$ cat config.mk
export PLATFORM = sky130hd
export DESIGN_NAME = trigger_scheduler
export DESIGN_NICKNAME = d
export VERILOG_FILES = /design/src/rtl/trigger_scheduler_pkg.sv /design/src/rtl/trigger_sync_reducer.sv /design/src/rtl/trigger_scheduler.sv
export SDC_FILE = /design/constraint.sdc
export NUM_CORES = 1
export LEC_CHECK = 0
export CAP_MARGIN = 20
export CELL_PAD_IN_SITES_DETAIL_PLACEMENT = 0
export CELL_PAD_IN_SITES_GLOBAL_PLACEMENT = 2
export CORE_MARGIN = 2
export CORE_UTILIZATION = 26
export CTS_CLUSTER_DIAMETER = 30
export CTS_CLUSTER_SIZE = 24
export DETAILED_ROUTE_END_ITERATION = 6
export PLACE_DENSITY = 0.9
export SLEW_MARGIN = 25
export SYNTH_ARGS = -nofsm -noshare
export SYNTH_HDL_FRONTEND = slang
export SYNTH_SLANG_ARGS = --single-unit
$ cat constraint.sdc
create_clock -name ap_clk -period 2.68 [get_ports ap_clk]
set_input_delay 0.268 -clock ap_clk [delete_from_list [all_inputs] [get_ports ap_clk]]
set_output_delay 0.268 -clock ap_clk [all_outputs]
set_load 0.05 [all_outputs]
$ cat src/rtl/trigger_scheduler_pkg.sv
// Shared types for the trigger network scheduler.
package trigger_scheduler_pkg;

  typedef enum logic [1:0] {
    SCHED_IDLE  = 2'd0,
    SCHED_START = 2'd1,
    SCHED_RUN   = 2'd2,
    SCHED_DONE  = 2'd3
  } sched_state_t;

endpackage

$ cat src/rtl/trigger_sync_reducer.sv
// Masked, registered AND-reductions of trigger status plus all_sync rising-edge detect.
module trigger_sync_reducer #(
  parameter int unsigned NUM_ACTORS = 4
) (
  input  logic                  i_clk,
  input  logic                  i_rst,
  input  logic [NUM_ACTORS-1:0] i_sleep,
  input  logic [NUM_ACTORS-1:0] i_sync_exec,
  input  logic [NUM_ACTORS-1:0] i_sync_wait,
  input  logic [NUM_ACTORS-1:0] i_done_mask,
  input  logic                  i_enable,
  output logic                  o_all_sleep,
  output logic                  o_all_sync,
  output logic                  o_all_sync_wait,
  output logic                  o_sync_rise_c
);

  logic w_sleep;
  logic w_sync;
  logic w_sync_wait;
  logic r_all_sleep;
  logic r_all_sync;
  logic r_all_sync_wait;

  // Finished actors count as satisfied so late finishers see consistent predicates.
  assign w_sleep     = i_enable & (&(i_sleep | i_done_mask));
  assign w_sync      = i_enable & (&(i_sync_exec | i_sync_wait | i_done_mask));
  assign w_sync_wait = i_enable & (&(i_sync_wait | i_done_mask));

  always_ff @(posedge i_clk) begin
    if (i_rst) begin
      r_all_sleep     <= 1'b0;
      r_all_sync      <= 1'b0;
      r_all_sync_wait <= 1'b0;
    end else begin
      r_all_sleep     <= w_sleep;
      r_all_sync      <= w_sync;
      r_all_sync_wait <= w_sync_wait;
    end
  end

  // High in the cycle whose edge takes the registered all_sync from 0 to 1.
  assign o_sync_rise_c   = w_sync & ~r_all_sync;
  assign o_all_sleep     = r_all_sleep;
  assign o_all_sync      = r_all_sync;
  assign o_all_sync_wait = r_all_sync_wait;

endmodule

$ cat src/rtl/trigger_scheduler.sv
// Network-level controller: launches all triggers, aggregates their status, signals completion.
module trigger_scheduler
  import trigger_scheduler_pkg::*;
#(
  parameter int unsigned NUM_ACTORS = 4,
  parameter int unsigned ROUND_W    = 16
) (
  input  logic                  ap_clk,
  input  logic                  ap_rst,
  input  logic                  ap_start,
  output logic                  ap_done,
  output logic                  ap_ready,
  output logic                  ap_idle,
  output logic [NUM_ACTORS-1:0] trig_start,
  input  logic [NUM_ACTORS-1:0] trig_done,
  input  logic [NUM_ACTORS-1:0] trig_sleep,
  input  logic [NUM_ACTORS-1:0] trig_sync_exec,
  input  logic [NUM_ACTORS-1:0] trig_sync_wait,
  output logic                  all_sleep,
  output logic                  all_sync,
  output logic                  all_sync_wait,
  output logic [ROUND_W-1:0]    sync_rounds,
  output logic                  busy
);

  localparam logic [NUM_ACTORS-1:0] ALL_ONES  = '1;
  localparam logic [ROUND_W-1:0]    ROUND_MAX = '1;

  sched_state_t          r_state;
  sched_state_t          w_state_nxt;
  logic [NUM_ACTORS-1:0] r_done_mask;
  logic [NUM_ACTORS-1:0] w_done_mask_nxt;
  logic [NUM_ACTORS-1:0] r_trig_start;
  logic                  r_ap_done;
  logic                  r_ap_idle;
  logic                  r_busy;
  logic [ROUND_W-1:0]    r_sync_rounds;
  logic                  w_agg_en;
  logic                  w_sync_rise;

  // Next-state and done-mask update.
  always_comb begin
    w_state_nxt     = r_state;
    w_done_mask_nxt = r_done_mask;
    case (r_state)
      SCHED_IDLE: begin
        if (ap_start) w_state_nxt = SCHED_START;
      end
      SCHED_START: begin
        w_done_mask_nxt = '0;
        w_state_nxt     = SCHED_RUN;
      end
      SCHED_RUN: begin
        w_done_mask_nxt = r_done_mask | trig_done;
        if ((r_done_mask | trig_done) == ALL_ONES) w_state_nxt = SCHED_DONE;
      end
      SCHED_DONE: begin
        w_state_nxt = SCHED_IDLE;
      end
      default: begin
        w_state_nxt = SCHED_IDLE;
      end
    endcase
  end

  // Outputs are registered from the next state so they line up with the state register.
  always_ff @(posedge ap_clk) begin
    if (ap_rst) begin
      r_state      <= SCHED_IDLE;
      r_done_mask  <= '0;
      r_trig_start <= '0;
      r_ap_done    <= 1'b0;
      r_ap_idle    <= 1'b1;
      r_busy       <= 1'b0;
    end else begin
      r_state      <= w_state_nxt;
      r_done_mask  <= w_done_mask_nxt;
      r_trig_start <= (w_state_nxt == SCHED_START) ? ALL_ONES : '0;
      r_ap_done    <= (w_state_nxt == SCHED_DONE);
      r_ap_idle    <= (w_state_nxt == SCHED_IDLE);
      r_busy       <= (w_state_nxt == SCHED_START) || (w_state_nxt == SCHED_RUN);
    end
  end

  // Aggregates are only live while the network stays in RUN across the edge.
  assign w_agg_en = (r_state == SCHED_RUN) && (w_state_nxt == SCHED_RUN);

  trigger_sync_reducer #(
    .NUM_ACTORS (NUM_ACTORS)
  ) u_reducer (
    .i_clk           (ap_clk),
    .i_rst           (ap_rst),
    .i_sleep         (trig_sleep),
    .i_sync_exec     (trig_sync_exec),
    .i_sync_wait     (trig_sync_wait),
    .i_done_mask     (r_done_mask),
    .i_enable        (w_agg_en),
    .o_all_sleep     (all_sleep),
    .o_all_sync      (all_sync),
    .o_all_sync_wait (all_sync_wait),
    .o_sync_rise_c   (w_sync_rise)
  );

  // Saturating sync-round counter; held in IDLE for readout.
  always_ff @(posedge ap_clk) begin
    if (ap_rst) begin
      r_sync_rounds <= '0;
    end else if (r_state == SCHED_START) begin
      r_sync_rounds <= '0;
    end else if (w_sync_rise && (r_sync_rounds != ROUND_MAX)) begin
      r_sync_rounds <= r_sync_rounds + ROUND_W'(1);
    end
  end

  assign trig_start  = r_trig_start;
  assign ap_done     = r_ap_done;
  assign ap_ready    = r_ap_done;
  assign ap_idle     = r_ap_idle;
  assign busy        = r_busy;
  assign sync_rounds = r_sync_rounds;

endmodule

==> results of run 1 <==
==> registers in the layout (all words and copies together) (netlist names) <==
name and cells:
u_reducer.o_all_sync 1, u_reducer.o_all_sync_wait 1, busy 1, ap_idle 1, sync_rounds 16, r_done_mask 4
u_reducer.o_all_sleep 1, r_state 2, trig_start 1, ap_done 1
==> cell type report <==
cell class	count	area [um2]	area share [%]
inverters	7	26.3	1.29
clock buffers	7	96.3	4.74
repair buffers	52	503	24.8
multi-input cells	115	733	36.1
flip-flops and latches	29	581	28.6
clock inverters	1	5.00	0.246
well taps	70	87.6	4.31
==> power groups by stage <==
stage          registers [uW]  clock network [uW]  logic (uW)
2_1_floorplan             627                   0         365
6_report                  545                 403         629
5_1_grt                   555                 436         696
3_3_place_gp              556                   0         627
3_5_place_dp              555                   0         625
4_1_cts                   546                 410         628
==> worst min-delay path: cells and delay by family, from the launching register on <==
kind            cells  cell delay (ps)
compound gates      2              140
flops               1              330
==> per-stage QoR <==
stage	util [%]	setup WS (ps)	cells	TNS (ps)
CTS	38.4	131	275	0
global route	39.5	-8.43	281	-8.43
finish	39.5	207	281	0
detailed placement	36.5	86.1	267	0
global placement	36.5	127	267	0
floorplan	-	188	159	0
==> layout by cell type (no fill, tap or decap), types with 4 or more instances in the layout <==
cell             netlist  routed
nor3_1                 6       6
a21oi_1               17      17
nand2_1                9       9
buf_4                  4       7
or3_1                 10      10
inv_1                  7       7
clkbuf_8               0       7
o22ai_1                4       4
nor2_1                16      16
ha_1                   8       8
clkdlybuf4s50_1        0      45
o21ai_0                5       5
dfxtp_1               29      29
o21ai_1                6       6
==> final timing paths <==
check             startpoint              end  slack (ps)
max               r_state[0]  sync_rounds[14]         210
min          sync_rounds[11]  sync_rounds[11]         510
max reg2reg       r_state[0]  sync_rounds[14]         210
min reg2reg  sync_rounds[11]  sync_rounds[11]         510
==> cell families after synthesis <==
family                   after synthesis
XOR/XNOR                               2
multiplexers                           1
buffers and inverters                 16
AO/OA/AOI/OAI                         42
AND/OR/NAND/NOR                       61
flip-flops                            29
adder cells (fa/ha/maj)                8
==> what timing repair did <==
action                     CTS  global route
setup buffers                0             5
hold buffers                 0             0
setup endpoints to repair    0             7
gates resized for setup      0             1
==> metal layers <==
metal  wire [um]  vias to the layer above
met5           0                        -
met4          25                        0
met3         194                        4
met2        1710                       33
met1        1510                      589
li1            -                      676
==> flow_metrics.tcl, run 1 <==
set metrics [dict create \
    max_stage_delay_ps 460 \
    wl_per_cell_um 12.2 \
    switchingPower_uw 615 \
    die_height_um 77.0 \
    hold_class "reg2reg" \
    fin_worst_skew_ps 9.88 \
    dp_hpwl_um 2440 \
    grt_use_met3_pct 3.88 \
    first_iter_violations 56 \
    synth_fa_ha_area_share_pct 7.23 \
    met1_usage_pct 14.6 \
    worst-path-stages 12 \
    numCtsBuffers 5 \
    yosys-top-cells-area "dfxtp_1 42%, ha_1 7.2%, a21oi_1 6.1%, or3_1 4.5%, nor2_1 4.3%" \
    clk_latency_ps 280 \
    fill_cells 552 \
    drive_gt1_share_pct 11.4 \
    synth_cell_type_count 34 \
    grt_overflow 0 \
    slew_violations 0 \
    switching_share_pct 39.0 \
    synth_top_cell_by_area "dfxtp_1" \
    yosys_register_bits 29 \
    met2_usage_pct 19.0 \
    power_frac_comb_pct 39.9 \
    synth_compound_area_share_pct 19.0 \
    muxShareOfSynthArea_pct 0.723 \
    die_x_um 77.0 \
    floorplan.initialDensity_pct 26.9 \
    ys_top_cells_by_count "29 x dfxtp_1, 17 x a21oi_1, 16 x nor2_1" \
    ir_drop_uv 443 \
    cp_max_fo 9 \
    rr_worst_depth 12 \
    die-area_um2 5930 \
    crit_path_start_kind "register" \
    io_pins 46 \
    num_vias 1302 \
    dpl-instance-area_um2 1870 \
    synth.most_common_cell "dfxtp_1" \
    clkPwrFrac_pct 25.5 \
    first_global_vias 1231 \
    grtUsageTotal_pct 11.8 \
    clk_pin_slew_ps 70 \
    ctsHtreeMaxLevel 2 \
    crit_arrival_ps 2690 \
    antenna_found_initial 0 \
    crit_path_end_kind "register" \
    drc_errors 0 \
    finalPower_uw 1580 \
    first_pass_iters 4 \
    nets 237 \
    ys_async_sr_fraction_pct 0 \
    fin_crit_sh_pct 92.3 \
    relSlewSlack_pct 60.0 \
    critPathRequiredTime_ps 2890 \
    synth_edf_count 0 \
    ys_seq_area_share_pct 41.9 \
    synth_warnings 0 \
    hold_depth 2 \
    routed_wl_um 3430 \
    synth-simple-area-share_pct 23.4 \
    coreArea_um2 5140 \
    p_leak_uw 0.000727 \
    rows 26 \
    fin_area_um2 2030 \
    worstMarginPinSlew_ps 596 \
    gp_congestion 0.771 \
    path_delay_family "simple AND/OR/NAND/NOR gates" \
    finalWorstPathRequiredPeriod_ps 2470 \
    synth_top_cell_area_share_pct 41.9 \
    outcome "finished, final reports clean" \
    path_buf_inv 2 \
    antenna_left 0 \
    cts_sinks 29 \
    syn-instance-count 159 \
    synth_area_um2 1390 \
    area_growth_pct 46.7 \
    cts_buffer_depth 2 \
    root_buffer "clkbuf_8" \
    grt_pass1_wl_um 5610 \
    syn_area_per_cell_um2 8.71 \
    cts_tree "done" \
    synth_xor_area_share_pct 1.26 \
    timing.max_cap.violations 0 \
    fmax_mhz 404 \
    crit_type "reg2reg" \
    pwr-share-seq_pct 34.6 \
    dominantRegCellSynth "dfxtp_1" \
    grt_max_degree 19 \
    cp_slowest_cell "or4_1" \
    powerDensity_nw_per_um2 776 \
    viasPerCell 4.63 \
    hold_viol_final 0 \
    p_int_uw 962 \
    crit_path_cell_trace "inv_1 -> ha_1 -> a21oi_1 -> o31ai_1 -> o21ai_0 -> ha_1 -> nand2_1 -> nor3_1 -> buf_4 -> o211ai_4 -> or4_1 -> a21oi_1" \
    port_buffers 45 \
    setup_viol 0 \
    diodes 0 \
    synth_top_family_by_area "simple AND/OR/NAND/NOR gates" \
    fin_hold_ws_ps 507 \
    synthesis.nets 186 \
    grt-busiest-layer "met2" \
]
Note: power is estimated with default switching activity, not from simulation.
==> run 2: changes to the inputs <==
--- a/config.mk
+++ b/config.mk
@@ -13,7 +13,7 @@
 export CTS_CLUSTER_DIAMETER = 30
 export CTS_CLUSTER_SIZE = 24
 export DETAILED_ROUTE_END_ITERATION = 6
-export PLACE_DENSITY = 0.9
+export PLACE_DENSITY_LB_ADDON = 0.1
 export SLEW_MARGIN = 25
 export SYNTH_ARGS = -nofsm -noshare
 export SYNTH_HDL_FRONTEND = slang
==> run 2 against run 1 <==
Cell area down 0.92%. Non-clock buffer count is 1 lower. Wire length down 0.82%. Highest routed layer unchanged.
==> flow_metrics.tcl, run 2 (synthesized netlist as in run 1, its figures left out) <==
set metrics [dict create \
    p_int_uw 956 \
    cts_hold_buf 0 \
    dp_hpwl_um 2560 \
    area_growth_pct 45.3 \
    antenna_left 0 \
    clk_latency_ps 280 \
    first_global_vias 1201 \
    setup_tns_ps 0 \
    power_frac_comb_pct 39.5 \
    gp_congestion 0.776 \
    outcome "finished, final reports clean" \
    switchingPower_uw 600 \
    layout.cells.non_filler 279 \
    worstMarginPinSlew_ps 507 \
    finalPower_uw 1560 \
    dpl-instance-area_um2 1870 \
    die-area_um2 5930 \
    fin_crit_sh_pct 90.5 \
    timing.max_cap.violations 0 \
    switching_share_pct 38.6 \
    wl_per_cell_um 12.2 \
    fin_worst_skew_ps 2.98 \
    hold_path_end "sync_rounds[11]" \
    cts_buffer_depth 2 \
    hold_depth 2 \
    hold_viol_final 0 \
    nets 235 \
    max_stage_delay_ps 440 \
    cp_max_fo 16 \
    worstHoldStart "sync_rounds[11]" \
    reg2reg_slack_ps 260 \
    dp_cells 267 \
    timing.rr.start "r_state[0]" \
    final_common_cell "clkdlybuf4s50_1" \
    coreArea_um2 5140 \
    drive_gt1_share_pct 11.0 \
    antenna_found_initial 0 \
    ir_drop_uv 461 \
    cts_tree "done" \
    root_buffer "clkbuf_8" \
    cts_sinks 29 \
    p_leak_uw 0.000719 \
    fin_hold_ws_ps 513 \
    numCtsBuffers 5 \
    most-common-layout-cells "45 x clkdlybuf4s50_1, 28 x dfxtp_1, 17 x a21oi_1, 16 x nor2_1, 10 x or3_1" \
    diodes 0 \
    grtUsageTotal_pct 12.5 \
    crit_path_cell_trace "inv_1 -> ha_1 -> a21oi_1 -> o31ai_1 -> o21ai_0 -> ha_1 -> nand2_1 -> nor3_1 -> buf_4 -> o211ai_4 -> or4_1 -> a21oi_1" \
    first_pass_iters 4 \
    crit_path_end_kind "register" \
    drc_errors 0 \
    setup_viol 0 \
    die_x_um 77.0 \
    fin_area_um2 2010 \
    slew_violations 0 \
    io_pins 46 \
    grt_setup_unrepaired "false" \
    rr_worst_depth 12 \
    finalWorstPathRequiredPeriod_ps 2420 \
    crit_arrival_ps 2630 \
    crit_path_start_kind "register" \
    grt_pass1_wl_um 5800 \
    ctsHtreeMaxLevel 2 \
    clkPwrFrac_pct 25.4 \
    routed_wl_um 3410 \
    grt_max_degree 19 \
    port_buffers 45 \
    grt_overflow 0 \
    die_height_um 77.0 \
    rows 26 \
    first_iter_violations 89 \
    fmax_mhz 412 \
    startpoint "r_state[0]" \
    viasPerCell 4.65 \
    floorplan.initialDensity_pct 26.9 \
    crit_type "reg2reg" \
    largest_reg_flops 16 \
    num_vias 1298 \
    relSlewSlack_pct 66.1 \
    critPathRequiredTime_ps 2890 \
    pwr-share-seq_pct 35.1 \
    clk_pin_slew_ps 60 \
    cp_slowest_cell "or4_1" \
    powerDensity_nw_per_um2 773 \
    worstReg2RegEnd "sync_rounds[14]" \
    hold_class "reg2reg" \
]
run 2: per-stage QoR:
step / setup WS, ps / util [%]
after global routing: 49.1 / 39.2
after detailed placement: 107 / 36.5
after global placement: 126 / 36.5
final: 256 / 39.2
after floorplan: 188 / -
after CTS: 158 / 38.4
run 2: worst max-delay path by stage:
stage,end,cells after the start,slack (ps)
after floorplan,sync_rounds[1],8,190
after global placement,sync_rounds[15],10,130
after detailed placement,sync_rounds[13],10,110
after CTS,sync_rounds[13],11,160
after global routing,sync_rounds[8],12,50
final,sync_rounds[14],12,260
run 2: metal layers:
metal	wire (um)	GRT usage, %
met5	0	0
met4	15	4.29
met3	250	4.59
met2	1400	17.8
met1	1730	17.2
run 2: power groups by stage:
stage / combinational, uW / sequential (uW) / clock (uW)
after floorplan: 365 / 627 / 0
after global placement: 620 / 553 / 0
after detailed placement: 615 / 554 / 0
after CTS: 615 / 546 / 416
after global routing: 671 / 560 / 440
final: 615 / 546 / 395
run 2: what timing repair did:
item	in CTS	in global routing
setup buffers	0	4
setup endpoints to repair	0	11
resized for setup	0	2
run 2: final cells by class:
| type | instances | area (um2) |
|---|---|---|
| Multi-Input combinational cell | 114 | 721 |
| Clock inverter | 1 | 5.00 |
| Inverter | 7 | 26.3 |
| Fill cell | 544 | 3130 |
| Clock buffer | 7 | 96.3 |
| Tap cell | 70 | 87.6 |
| Sequential cell | 29 | 582 |
| Timing Repair Buffer | 51 | 495 |
run 2: worst max-delay path, delay by kind of cell, from the launching register on:
family | cells | cell delay [ps]
adder cells (fa/ha/maj) | 2 | 410
AND/OR/NAND/NOR | 3 | 730
flip-flops | 1 | 350
buffers and inverters | 2 | 220
AO/OA/AOI/OAI | 5 | 640
